$ cat config.mk
export PLATFORM = sky130hd
export DESIGN_NAME = uart_rx_param_flat
export DESIGN_NICKNAME = d
export VERILOG_FILES = /design/src/rtl/uart_pkg.sv /design/src/rtl/uart_rx_param_if.sv /design/src/rtl/uart_rx_sampler.sv /design/src/rtl/uart_rx_param.sv /design/src/flat_wrapper.sv
export SDC_FILE = /design/constraint.sdc
export NUM_CORES = 1
export LEC_CHECK = 0
export CORE_AREA = 2 2 92 94
export DETAILED_ROUTE_END_ITERATION = 8
export DIE_AREA = 0 0 94 96
export HOLD_SLACK_MARGIN = 0.08
export PLACE_DENSITY = 0.46
export SKIP_CTS_REPAIR_TIMING = 1
export SLEW_MARGIN = 20
export SYNTH_ARGS = -nofsm -noshare
export SYNTH_HDL_FRONTEND = slang
export SYNTH_HIERARCHICAL = 1
export SYNTH_SLANG_ARGS = --single-unit
$ cat constraint.sdc
create_clock -name Clk -period 2.8 [get_ports Clk]
set_input_delay 0.42 -clock Clk [delete_from_list [all_inputs] [get_ports Clk]]
set_output_delay 0.42 -clock Clk [all_outputs]
set_load 0.05 [all_outputs]
$ cat src/rtl/uart_pkg.sv
`default_nettype none
// ============================================================================
// Module : uart_pkg
// Shared UART frame states, parity modes and data-length limits (RX and TX).
// Rev    : 1.0
// ============================================================================
package uart_pkg;

  typedef enum logic [2:0] {
    ST_IDLE   = 3'd0,
    ST_START  = 3'd1,
    ST_DATA   = 3'd2,
    ST_PARITY = 3'd3,
    ST_STOP   = 3'd4,
    ST_BREAK  = 3'd5
  } uart_state_t;

  localparam logic c_PAR_EVEN = 1'b0;
  localparam logic c_PAR_ODD  = 1'b1;

  localparam logic [3:0] c_NBITS_MIN = 4'd5;
  localparam logic [3:0] c_NBITS_MAX = 4'd9;

  function automatic logic [3:0] clamp_nbits(input logic [3:0] nbits, input logic [3:0] nmax);
    if (nbits < c_NBITS_MIN) return c_NBITS_MIN;
    if (nbits > nmax)        return nmax;
    return nbits;
  endfunction

endpackage
`default_nettype wire

$ cat src/rtl/uart_rx_param_if.sv
`default_nettype none
// ============================================================================
// Module : uart_rx_param_if
// Received-word handshake between the UART receiver and its consumer.
// Rev    : 1.0
// ============================================================================
interface uart_rx_param_if #(
  parameter int DATA_W = 8
);
  logic [DATA_W-1:0] RxData;
  logic              RxValid;
  logic              RxReady;
  logic              ParityErr;
  logic              FrameErr;
  logic              Overrun;

  modport master (
    output RxData, RxValid, ParityErr, FrameErr, Overrun,
    input  RxReady
  );

  modport slave (
    input  RxData, RxValid, ParityErr, FrameErr, Overrun,
    output RxReady
  );
endinterface
`default_nettype wire

$ cat src/rtl/uart_rx_sampler.sv
`default_nettype none
// ============================================================================
// Module : uart_rx_sampler
// Rx synchroniser, oversample tick counter and 3-sample mid-bit majority vote.
// Rev    : 1.0
// ============================================================================
module uart_rx_sampler #(
  parameter int OVS         = 16,
  parameter int SYNC_STAGES = 2
) (
  input  wire  Clk,
  input  wire  Rst_n,
  input  wire  Tick,
  input  wire  Rx,
  input  wire  cnt_clr,
  input  wire  cnt_run,
  output logic rx_s,
  output logic start_edge,
  output logic bit_valid,
  output logic bit_value,
  output logic bit_end
);
  localparam int CW = $clog2(OVS);
  localparam logic [CW-1:0] c_MID_LO = CW'(OVS/2 - 1);
  localparam logic [CW-1:0] c_MID    = CW'(OVS/2);
  localparam logic [CW-1:0] c_MID_HI = CW'(OVS/2 + 1);
  localparam logic [CW-1:0] c_LAST   = CW'(OVS - 1);

  logic [SYNC_STAGES-1:0] r_sync;
  logic [CW-1:0]          r_cnt;
  logic                   r_v0;
  logic                   r_v1;
  logic                   w_tick_run;

  always_ff @(posedge Clk or posedge Rst_n) begin
    if (Rst_n) begin
      r_sync <= '1;
    end else begin
      r_sync[0] <= Rx;
      for (int i = 1; i < SYNC_STAGES; i++) r_sync[i] <= r_sync[i-1];
    end
  end

  always_ff @(posedge Clk or posedge Rst_n) begin
    if (Rst_n) begin
      r_cnt <= '0;
      r_v0  <= 1'b1;
      r_v1  <= 1'b1;
    end else if (cnt_clr) begin
      r_cnt <= '0;
    end else if (w_tick_run) begin
      r_cnt <= (r_cnt == c_LAST) ? '0 : r_cnt + CW'(1);
      if (r_cnt == c_MID_LO) r_v0 <= rx_s;
      if (r_cnt == c_MID)    r_v1 <= rx_s;
    end
  end

  assign rx_s       = r_sync[SYNC_STAGES-1];
  assign w_tick_run = Tick & cnt_run;
  assign start_edge = Tick & ~rx_s;
  assign bit_valid  = w_tick_run & (r_cnt == c_MID_HI);
  assign bit_end    = w_tick_run & (r_cnt == c_LAST);
  // Third vote is the live sample taken on the decision tick itself.
  assign bit_value  = (r_v0 & r_v1) | (r_v0 & rx_s) | (r_v1 & rx_s);

endmodule
`default_nettype wire

$ cat src/rtl/uart_rx_param.sv
`default_nettype none
// ============================================================================
// Module : uart_rx_param
// Runtime-configurable UART receiver with valid/ready output and error flags.
// Rev    : 1.0
// ============================================================================
module uart_rx_param
  import uart_pkg::*;
#(
  parameter int DATA_W      = 8,
  parameter int OVS         = 16,
  parameter int SYNC_STAGES = 2
) (
  input  wire        Clk,
  input  wire        Rst_n,
  input  wire        Tick,
  input  wire        RxEn,
  input  wire        Rx,
  input  wire  [3:0] NBits,
  input  wire        ParityEn,
  input  wire        ParityOdd,
  input  wire        TwoStop,
  uart_rx_param_if.master rx_if
);
  localparam logic [3:0] c_NMAX = (DATA_W > int'(c_NBITS_MAX)) ? c_NBITS_MAX : 4'(DATA_W);

  uart_state_t       r_state, w_next;
  logic [3:0]        r_nbits, r_bit_cnt;
  logic              r_par_en, r_par_odd, r_two_stop, r_stop_idx;
  logic              r_perr_p, r_ferr_p;
  logic [DATA_W-1:0] r_shift, r_data;
  logic              r_valid, r_perr, r_ferr, r_ovr, r_rxen_d;

  logic w_rx_s, w_start_edge, w_bit_valid, w_bit_value, w_bit_end, w_cnt_run;
  logic w_frame_start, w_sample_data, w_sample_par, w_sample_stop, w_frame_done;
  logic w_ferr_now, w_par_exp, w_accept;

  uart_rx_sampler #(.OVS(OVS), .SYNC_STAGES(SYNC_STAGES)) u_sampler (
    .Clk       (Clk),
    .Rst_n     (Rst_n),
    .Tick      (Tick),
    .Rx        (Rx),
    .cnt_clr   (w_frame_start),
    .cnt_run   (w_cnt_run),
    .rx_s      (w_rx_s),
    .start_edge(w_start_edge),
    .bit_valid (w_bit_valid),
    .bit_value (w_bit_value),
    .bit_end   (w_bit_end)
  );

  assign w_cnt_run  = RxEn && (r_state inside {ST_START, ST_DATA, ST_PARITY, ST_STOP});
  assign w_ferr_now = r_ferr_p | ~w_bit_value;
  assign w_par_exp  = (^r_shift) ^ (r_par_odd == c_PAR_ODD);
  assign w_accept   = r_valid & rx_if.RxReady;

  always_ff @(posedge Clk or posedge Rst_n) begin
    if (Rst_n) r_state <= ST_IDLE;
    else       r_state <= w_next;
  end

  always_comb begin
    w_next        = r_state;
    w_frame_start = 1'b0;
    w_sample_data = 1'b0;
    w_sample_par  = 1'b0;
    w_sample_stop = 1'b0;
    w_frame_done  = 1'b0;
    if (!RxEn) begin
      w_next = ST_IDLE;
    end else begin
      case (r_state)
        ST_IDLE: if (w_start_edge) begin
          w_next        = ST_START;
          w_frame_start = 1'b1;
        end
        ST_START: begin
          if (w_bit_valid && w_bit_value) w_next = ST_IDLE;
          else if (w_bit_end)             w_next = ST_DATA;
        end
        ST_DATA: begin
          w_sample_data = w_bit_valid;
          if (w_bit_end && r_bit_cnt == r_nbits) w_next = r_par_en ? ST_PARITY : ST_STOP;
        end
        ST_PARITY: begin
          w_sample_par = w_bit_valid;
          if (w_bit_end) w_next = ST_STOP;
        end
        ST_STOP: if (w_bit_valid) begin
          w_sample_stop = 1'b1;
          // Frame completes on the decision tick of the final stop bit.
          if (r_stop_idx == r_two_stop) begin
            w_frame_done = 1'b1;
            w_next       = (w_ferr_now && !w_rx_s) ? ST_BREAK : ST_IDLE;
          end
        end
        ST_BREAK: if (Tick && w_rx_s) w_next = ST_IDLE;
        default:  w_next = ST_IDLE;
      endcase
    end
  end

  always_ff @(posedge Clk or posedge Rst_n) begin
    if (Rst_n) begin
      r_nbits    <= c_NBITS_MIN;
      r_par_en   <= 1'b0;
      r_par_odd  <= c_PAR_EVEN;
      r_two_stop <= 1'b0;
      r_shift    <= '0;
      r_bit_cnt  <= '0;
      r_stop_idx <= 1'b0;
      r_perr_p   <= 1'b0;
      r_ferr_p   <= 1'b0;
    end else begin
      if (w_frame_start) begin
        r_nbits    <= clamp_nbits(NBits, c_NMAX);
        r_par_en   <= ParityEn;
        r_par_odd  <= ParityOdd ? c_PAR_ODD : c_PAR_EVEN;
        r_two_stop <= TwoStop;
        r_shift    <= '0;
        r_bit_cnt  <= '0;
        r_stop_idx <= 1'b0;
        r_perr_p   <= 1'b0;
        r_ferr_p   <= 1'b0;
      end
      if (w_sample_data) begin
        for (int i = 0; i < DATA_W; i++)
          if (r_bit_cnt == 4'(i)) r_shift[i] <= w_bit_value;
        r_bit_cnt <= r_bit_cnt + 4'd1;
      end
      if (w_sample_par)  r_perr_p <= (w_bit_value != w_par_exp);
      if (w_sample_stop) r_ferr_p <= w_ferr_now;
      if (r_state == ST_STOP && w_bit_end) r_stop_idx <= 1'b1;
    end
  end

  always_ff @(posedge Clk or posedge Rst_n) begin
    if (Rst_n) begin
      r_data   <= '0;
      r_valid  <= 1'b0;
      r_perr   <= 1'b0;
      r_ferr   <= 1'b0;
      r_ovr    <= 1'b0;
      r_rxen_d <= 1'b0;
    end else begin
      r_rxen_d <= RxEn;
      if (w_frame_done) begin
        if (!r_valid || w_accept) begin
          r_data  <= r_shift;
          r_perr  <= r_perr_p;
          r_ferr  <= w_ferr_now;
          r_valid <= 1'b1;
        end else begin
          r_ovr <= 1'b1;
        end
      end else if (w_accept) begin
        r_valid <= 1'b0;
      end
      if (r_rxen_d && !RxEn) r_ovr <= 1'b0;
    end
  end

  assign rx_if.RxData    = r_data;
  assign rx_if.RxValid   = r_valid;
  assign rx_if.ParityErr = r_perr;
  assign rx_if.FrameErr  = r_ferr;
  assign rx_if.Overrun   = r_ovr;

endmodule
`default_nettype wire

$ cat src/flat_wrapper.sv
// flat-port wrapper written by rule: the top's interface ports become plain ports
module uart_rx_param_flat import uart_pkg::*;
#(
  parameter int DATA_W      = 8,
  parameter int OVS         = 16,
  parameter int SYNC_STAGES = 2
)
  (Clk, Rst_n, Tick, RxEn, Rx, NBits, ParityEn, ParityOdd, TwoStop, rx_if_RxData, rx_if_RxValid, rx_if_ParityErr, rx_if_FrameErr, rx_if_Overrun, rx_if_RxReady);
  uart_rx_param_if #(.DATA_W(DATA_W)) rx_if_i ();
  input  wire Clk;
  input  wire Rst_n;
  input  wire Tick;
  input  wire RxEn;
  input  wire Rx;
  input  wire  [3:0] NBits;
  input  wire ParityEn;
  input  wire ParityOdd;
  input  wire TwoStop;
  output wire logic [$bits(rx_if_i.RxData)-1:0] rx_if_RxData;
  output wire logic [$bits(rx_if_i.RxValid)-1:0] rx_if_RxValid;
  output wire logic [$bits(rx_if_i.ParityErr)-1:0] rx_if_ParityErr;
  output wire logic [$bits(rx_if_i.FrameErr)-1:0] rx_if_FrameErr;
  output wire logic [$bits(rx_if_i.Overrun)-1:0] rx_if_Overrun;
  input wire logic [$bits(rx_if_i.RxReady)-1:0] rx_if_RxReady;
  assign rx_if_RxData = rx_if_i.RxData;
  assign rx_if_RxValid = rx_if_i.RxValid;
  assign rx_if_ParityErr = rx_if_i.ParityErr;
  assign rx_if_FrameErr = rx_if_i.FrameErr;
  assign rx_if_Overrun = rx_if_i.Overrun;
  assign rx_if_i.RxReady = rx_if_RxReady;
  uart_rx_param #(.DATA_W(DATA_W), .OVS(OVS), .SYNC_STAGES(SYNC_STAGES)) u_core (.Clk(Clk), .Rst_n(Rst_n), .Tick(Tick), .RxEn(RxEn), .Rx(Rx), .NBits(NBits), .ParityEn(ParityEn), .ParityOdd(ParityOdd), .TwoStop(TwoStop), .rx_if(rx_if_i));
endmodule
==> summary.md, run 1 <==
| Metric | Value |
|---|---|
| Post-synth top flop | `dfrtp_1` |
| Startpoint types | `flip-flop` |
| Max Cap Viol | `0` |
| H-tree depth | `2` |
| RR Startpoint | `u_core/r_state[0]$_DFFE_PP0P_` |
| Design area | `a little under 3000 um2` |
| Power Density | `about 580 nW/um2` |
| TritonCTS clock tree | `done` |
| Layout Cells excl Fill | `around 380` |
| Synth cell types | `40` |
| Wire per inst | `around 13 um` |
| FP Rows | `33` |
| Headroom to the max-slew limit | `~66%` |
| Seq/Total Area, Yosys | `between 40% and 50%` |
| CTS buffer count | `5` |
| Syn_nets | `~260` |
| Setup slack, reg-to-reg | `around 0.31 ns` |
| Diode count | `0` |
| DR vias | `between 1500 and 2000` |
| Synth Area per Inst | `approximately 10 um2` |
| Worst Path Required | `3.00 ns` |
| Hold Path Depth | `0` |
| Die Span X | `94 um` |
| Crit. End Element | `flip-flop` |
| Nets | `approximately 290` |
| Max IR drop VDD | `0.2145 mV` |
| P&R area growth vs syn | `22.68%` |
| Crit Path Class | `flip-flop to flip-flop` |
| First-pass GRT wire length | `between 8000 and 9000 um` |
| Status | `finished, final reports clean` |
| GR Overflow Total | `0` |
| Initial antenna violation count | `0` |
| Routed WL | `4910 um` |
| Deepest clock path buffer count | `2` |
| Post-DP HPWL | `around 3500 um` |
| Clock latency on the worst-skew pair | `roughly 0.3 ns` |
| Mapped Area | `between 2000 and 2500 um2` |
| Count of final hold-check violations | `0` |
| Clk sinks | `46` |
| Worst slew pin tran | `0.5135 ns` |
| Fmax achieved | `401.2 MHz` |
| Post-DR vias/cell | `between 4 and 5` |
| Port bufs | `24` |
| Drt pass-1 iters | `4` |
| Slew Limit Fails | `0` |
| Vias in the first global route | `~1700` |
| Power Total | `around 1700 uW` |
| RSZ-0062 raised after global routing | `false` |
| Final setup TNS | `0 ns` |
| ANT nets after route | `0` |
| Clk_skew | `around 0.0064 ns` |
| Chip Height | `96 um` |
| Ys Warns | `6` |
| Hold path start | `u_core/u_sampler/r_sync[0]$_DFF_PP1_` |
| Dpl cells | `~370` |
| Hold EP | `u_core/u_sampler/r_sync[1]$_DFF_PP1_` |
| HP Class | `flip-flop to flip-flop` |
| Place WS | `around 0.060 ns` |
| Starting density of the core | `slightly below 30%` |
| DP Area | `around 2800 um2` |
| Die area | `between 9000 and 10000 um2` |
| Clock root buffer | `clkbuf_8` |
| Worst setup slack after layout | `a little over 0.3 ns` |
| Final Wtd Congestion | `around 0.76` |
| Period utilization | `89.01%` |
| Leak Pwr | `approximately 0.0012 uW` |
| Largest net degree at the start of global routing | `39` |
| Top Ports | `25` |
| Reg2reg path depth | `9` |
| Reg2reg end | `u_core/r_shift[7]$_DFF_PP0_` |
| Clock transition at the registers of the reported paths | `roughly 0.090 ns` |
| DRC violations left | `0` |
| Core box area | `8051 um2` |
| Critical Path AT | `~2.7 ns` |
| GRT Total Usage | `between 10% and 20%` |
| FF+latch count, synth | `46` |
| Post-synth EDFFs | `0` |
| Synth Instances | `around 240` |
| Crit path time final | `2.492 ns` |
| Post-synth ARST share | `between 90% and 100%` |
| Share of layout cells above drive strength 1 | `approximately 16%` |
| Endpoints failing setup | `0` |
| Initial drt markers | `71` |
| Max FO, Critical Path | `8` |
-- worst max-delay path: stages, from the launching register on --
cell      delay, ns
dfrtp_1        0.42
nor3b_2        0.24
o21a_1         0.19
nand4b_1       0.13
nor2_1         0.17
nand3_2        0.11
or3_1          0.45
nor3b_4        0.38
a21oi_1        0.11
a31o_1         0.19
-- logic make-up (layout without fill, tap and decap cells) --
family,after synthesis,count (layout),synth area share [%]
AO/OA/AOI/OAI,44,44,11.90
XOR/XNOR,17,17,6.320
adder cells (fa/ha/maj),8,8,4.142
buffers and inverters,21,56,3.452
flip-flops,46,46,49.18
multiplexers,15,15,6.957
AND/OR/NAND/NOR,84,84,18.06
-- where the power goes --
part	internal [uW]	switching, uW
clock	263	234
sequential	744	58.8
combinational	171	201
-- per-layer routing --
layer | share of wire, % | track usage, % | up-vias | wire (um)
met4 | 2.0 | 4.952 | 0 | 99
met1 | 49 | 15.81 | 826 | 2405
met2 | 45 | 19.11 | 31 | 2220
li1 | - | - | 875 | -
met5 | 0 | 0 | - | 0
met3 | 3.7 | 2.897 | 8 | 184
-- cell usage after synthesis, types with 3 or more instances --
cell type	number	area share, %
a31o_1	8	3.0
clkbuf_1	7	1.1
nand3_1	7	1.5
nor3b_1	3	0.96
mux2i_1	4	1.7
nor3_1	4	0.85
nand2_1	39	6.2
xnor2_1	15	5.6
o31ai_1	4	1.3
a21oi_1	16	3.4
mux2_2	9	4.3
nor2_1	16	2.5
dfrtp_1	40	42
inv_1	10	1.6
dfstp_2	6	6.7
o21ai_0	10	2.1
ha_1	7	3.7
-- how the worst max path moves through the flow --
| stage | to | cells after the start | slack, ns | from |
|---|---|---|---|---|
| after floorplan | u_core/r_shift[4]$_DFF_PP0_ | 12 | 0.17 | u_core/r_state[0]$_DFFE_PP0P_ |
| after global placement | u_core/r_shift[5]$_DFF_PP0_ | 9 | 0.11 | RxEn |
| after detailed placement | u_core/r_shift[7]$_DFF_PP0_ | 9 | 0.06 | RxEn |
| after CTS | u_core/r_shift[7]$_DFF_PP0_ | 9 | 0.31 | u_core/r_state[0]$_DFFE_PP0P_ |
| after global routing | u_core/r_shift[7]$_DFF_PP0_ | 9 | 0.01 | u_core/r_state[0]$_DFFE_PP0P_ |
| final | u_core/r_shift[7]$_DFF_PP0_ | 9 | 0.31 | u_core/r_state[0]$_DFFE_PP0P_ |
-- final cells by class --
class / count / area, um2
fill: 843 / 5161
sequential: 46 / 1159
tap: 105 / 131.4
clock inverter: 3 / 40.04
multi-input combinational: 168 / 1116
clock buffer: 5 / 68.82
inverter: 12 / 45.04
timing repair buffer: 36 / 330.3
-- state kept, by name (all words and copies together) (netlist names), 2 cells and up --
signal	count
u_core/u_sampler/r_cnt	4
u_core/u_sampler/r_sync	2
u_core/rx_if.RxData	8
u_core/r_shift	8
u_core/r_state	3
u_core/r_nbits	4
u_core/r_bit_cnt	4
-- layout by cell type, fill, tap and decap left out, types with 5 or more instances in the layout --
| cell | instances |
|---|---|
| o21ai_0 | 10 |
| dfrtp_1 | 40 |
| nand2_1 | 39 |
| inv_1 | 10 |
| nand3_1 | 7 |
| clkbuf_8 | 5 |
| ha_1 | 7 |
| a21oi_1 | 16 |
| clkdlybuf4s50_1 | 24 |
| xnor2_1 | 15 |
| mux2_2 | 9 |
| buf_4 | 12 |
| a31o_1 | 8 |
| nor2_1 | 16 |
| dfstp_2 | 6 |
-- metrics by stage --
stage / hold slack (ns) / util (%)
after floorplan: 0.2328 / -
after global routing: 0.3742 / 35.90
after global placement: 0.3458 / 34.55
after CTS: 0.3653 / 35.90
final: 0.3631 / 35.90
after detailed placement: 0.3510 / 34.55
Note: power is estimated with default switching activity, not from simulation.
==> run 2: changes to the inputs <==
--- a/config.mk
+++ b/config.mk
@@ -5,9 +5,9 @@
 export SDC_FILE = /design/constraint.sdc
 export NUM_CORES = 1
 export LEC_CHECK = 0
-export CORE_AREA = 2 2 92 94
+export CORE_AREA = 4 4 94 96
 export DETAILED_ROUTE_END_ITERATION = 8
-export DIE_AREA = 0 0 94 96
+export DIE_AREA = 0 0 98 100
 export HOLD_SLACK_MARGIN = 0.08
 export PLACE_DENSITY = 0.46
 export SKIP_CTS_REPAIR_TIMING = 1
==> run 2 against run 1 <==
Total power grew 0.22%; clock power grew 2%; critical endpoint is now u_core/r_shift[5]$_DFF_PP0_; first-iteration DRC count is the same; critical path depth is the same; worst hold slack lost 0.0040 ns; clock skew is essentially flat.
==> summary.md, run 2 (synthesis results as in run 1) <==
| Metric | Value |
|---|---|
| Status | `finished, final reports clean` |
| Fmax achieved | `403.9 MHz` |
| Worst setup slack after layout | `0.3242 ns` |
| P&R area growth vs syn | `22.89%` |
| Clk_skew | `about 0.0065 ns` |
| Fillers | `between 800 and 900` |
| Clk sinks | `46` |
| Hold path start | `u_core/u_sampler/r_sync[0]$_DFF_PP1_` |
| Count of final hold-check violations | `0` |
| Clock latency on the worst-skew pair | `around 0.31 ns` |
| RR Startpoint | `u_core/r_state[0]$_DFFE_PP0P_` |
| Final setup TNS | `0 ns` |
| Slew Limit Fails | `0` |
| Post-DP HPWL | `~3600 um` |
| Leak Pwr | `around 0.0012 uW` |
| Final Wtd Congestion | `0.7901` |
| First-pass GRT wire length | `8514 um` |
| RSZ-0062 raised after global routing | `false` |
| GR Overflow Total | `0` |
| Initial drt markers | `approximately 70` |
| Die area | `just under 10000 um2` |
| Period utilization | `88.42%` |
| CTS buffer count | `5` |
| Worst Path Required | `around 3.0 ns` |
| DRC violations left | `0` |
| Clock transition at the registers of the reported paths | `approximately 0.090 ns` |
| Initial antenna violation count | `0` |
| Starting density of the core | `between 20% and 30%` |
| Max FO, Critical Path | `8` |
| Worst slew pin tran | `around 0.53 ns` |
| HP Class | `flip-flop to flip-flop` |
| Top Ports | `25` |
| Power Density | `around 580 nW/um2` |
| Max Cap Viol | `0` |
| Hold EP | `u_core/u_sampler/r_sync[1]$_DFF_PP1_` |
| TritonCTS clock tree | `done` |
| Max IR drop VDD | `between 0.15 and 0.2 mV` |
| Core box area | `8051 um2` |
| Deepest clock path buffer count | `2` |
| Vias in the first global route | `~1700` |
| DR vias | `roughly 1700` |
| Nets | `just under 300` |
| Die Span X | `between 90 and 100 um` |
| Endpoints failing setup | `0` |
| H-tree depth | `2` |
| Diode count | `0` |
| Reg2reg path depth | `9` |
| Share of layout cells above drive strength 1 | `roughly 16%` |
| Critical Path AT | `roughly 2.7 ns` |
| Chip Height | `roughly 100 um` |
| FF/Latch Area | `approximately 1200 um2` |
| Port bufs | `24` |
| Setup slack, reg-to-reg | `0.32 ns` |
| Crit Path Class | `flip-flop to flip-flop` |
| Hold Path Depth | `0` |
| ANT nets after route | `0` |
| Clock root buffer | `clkbuf_8` |
| Wire per inst | `about 13 um` |
| FP Rows | `33` |
| Routed WL | `4936 um` |
| Headroom to the max-slew limit | `between 60 and 70%` |
| Startpoint types | `flip-flop` |
| Place WS | `between 0.04 and 0.05 ns` |
| Largest net degree at the start of global routing | `39` |
| WHS | `0.3590 ns` |
| Multi-input gate area | `about 1100 um2` |
| GRT Total Usage | `around 11%` |
| Crit. End Element | `flip-flop` |
| Most common cell after layout, fill and taps aside | `dfrtp_1` |
| Crit path time final | `roughly 2.5 ns` |
| Dpl cells | `around 370` |
| Reg2reg end | `u_core/r_shift[5]$_DFF_PP0_` |
| Most frequent cells in the layout | `40 x dfrtp_1, 39 x nand2_1, 24 x clkdlybuf4s50_1` |
| Post-DR vias/cell | `4.635` |
| Drt pass-1 iters | `4` |
| Layout Cells excl Fill | `~380` |
-- run 2: changes by cell type in the layout (fill, tap and decap cells not counted) --
cell        change
clkinv_2        -2
clkinvlp_4      +2
-- run 2: cell type report --
class                           count  area share, %
Clock inverter                      3          1.556
Tap cell                          105          4.538
Inverter                           12          1.556
Multi-Input combinational cell    168          38.55
Timing Repair Buffer               36          11.41
Sequential cell                    46          40.02
Clock buffer                        5          2.377
-- run 2: critical path: stages (launching register included) --
cell,delay (ns)
dfrtp_1,0.44
nor3b_2,0.22
o21a_1,0.17
nand4b_1,0.13
nor2_1,0.17
nand3_2,0.11
or3_1,0.45
nor3b_4,0.38
a21oi_1,0.11
a31o_1,0.19
-- run 2: per-stage QoR --
step	util, %	cell area [um2]	total power [uW]
finish	35.96	2895	1676
global route	35.96	2895	1788
CTS	35.96	2895	1706
detailed placement	34.55	2781	1188
global placement	34.55	2781	1188
floorplan	-	2356	1069
-- run 2: worst max path at each step --
stage	from	to	slack [ns]	depth (start not counted)
final	u_core/r_state[0]$_DFFE_PP0P_	u_core/r_shift[5]$_DFF_PP0_	0.32	9
after global routing	u_core/r_state[0]$_DFFE_PP0P_	u_core/r_shift[6]$_DFF_PP0_	0.11	9
after CTS	u_core/r_state[0]$_DFFE_PP0P_	u_core/r_shift[5]$_DFF_PP0_	0.31	9
after detailed placement	RxEn	u_core/r_shift[5]$_DFF_PP0_	0.05	9
after global placement	RxEn	u_core/r_shift[5]$_DFF_PP0_	0.08	9
after floorplan	u_core/r_state[0]$_DFFE_PP0P_	u_core/r_shift[4]$_DFF_PP0_	0.17	12
-- run 2: where the power goes --
group | switching, uW | internal [uW] | leakage, uW
logic | 192 | 171 | 0.000559
clock network | 241 | 266 | 0.0000504
registers | 62.4 | 744 | 0.000611
-- run 2: metal layers --
layer	track usage, %	vias up	wire length, um	share of wire (%)
li1	-	876	-	-
met1	15.39	824	2482	50
met2	15.97	32	2196	44
met3	2.641	6	178	3.6
met4	4.153	0	79	1.6
met5	0	-	0	0
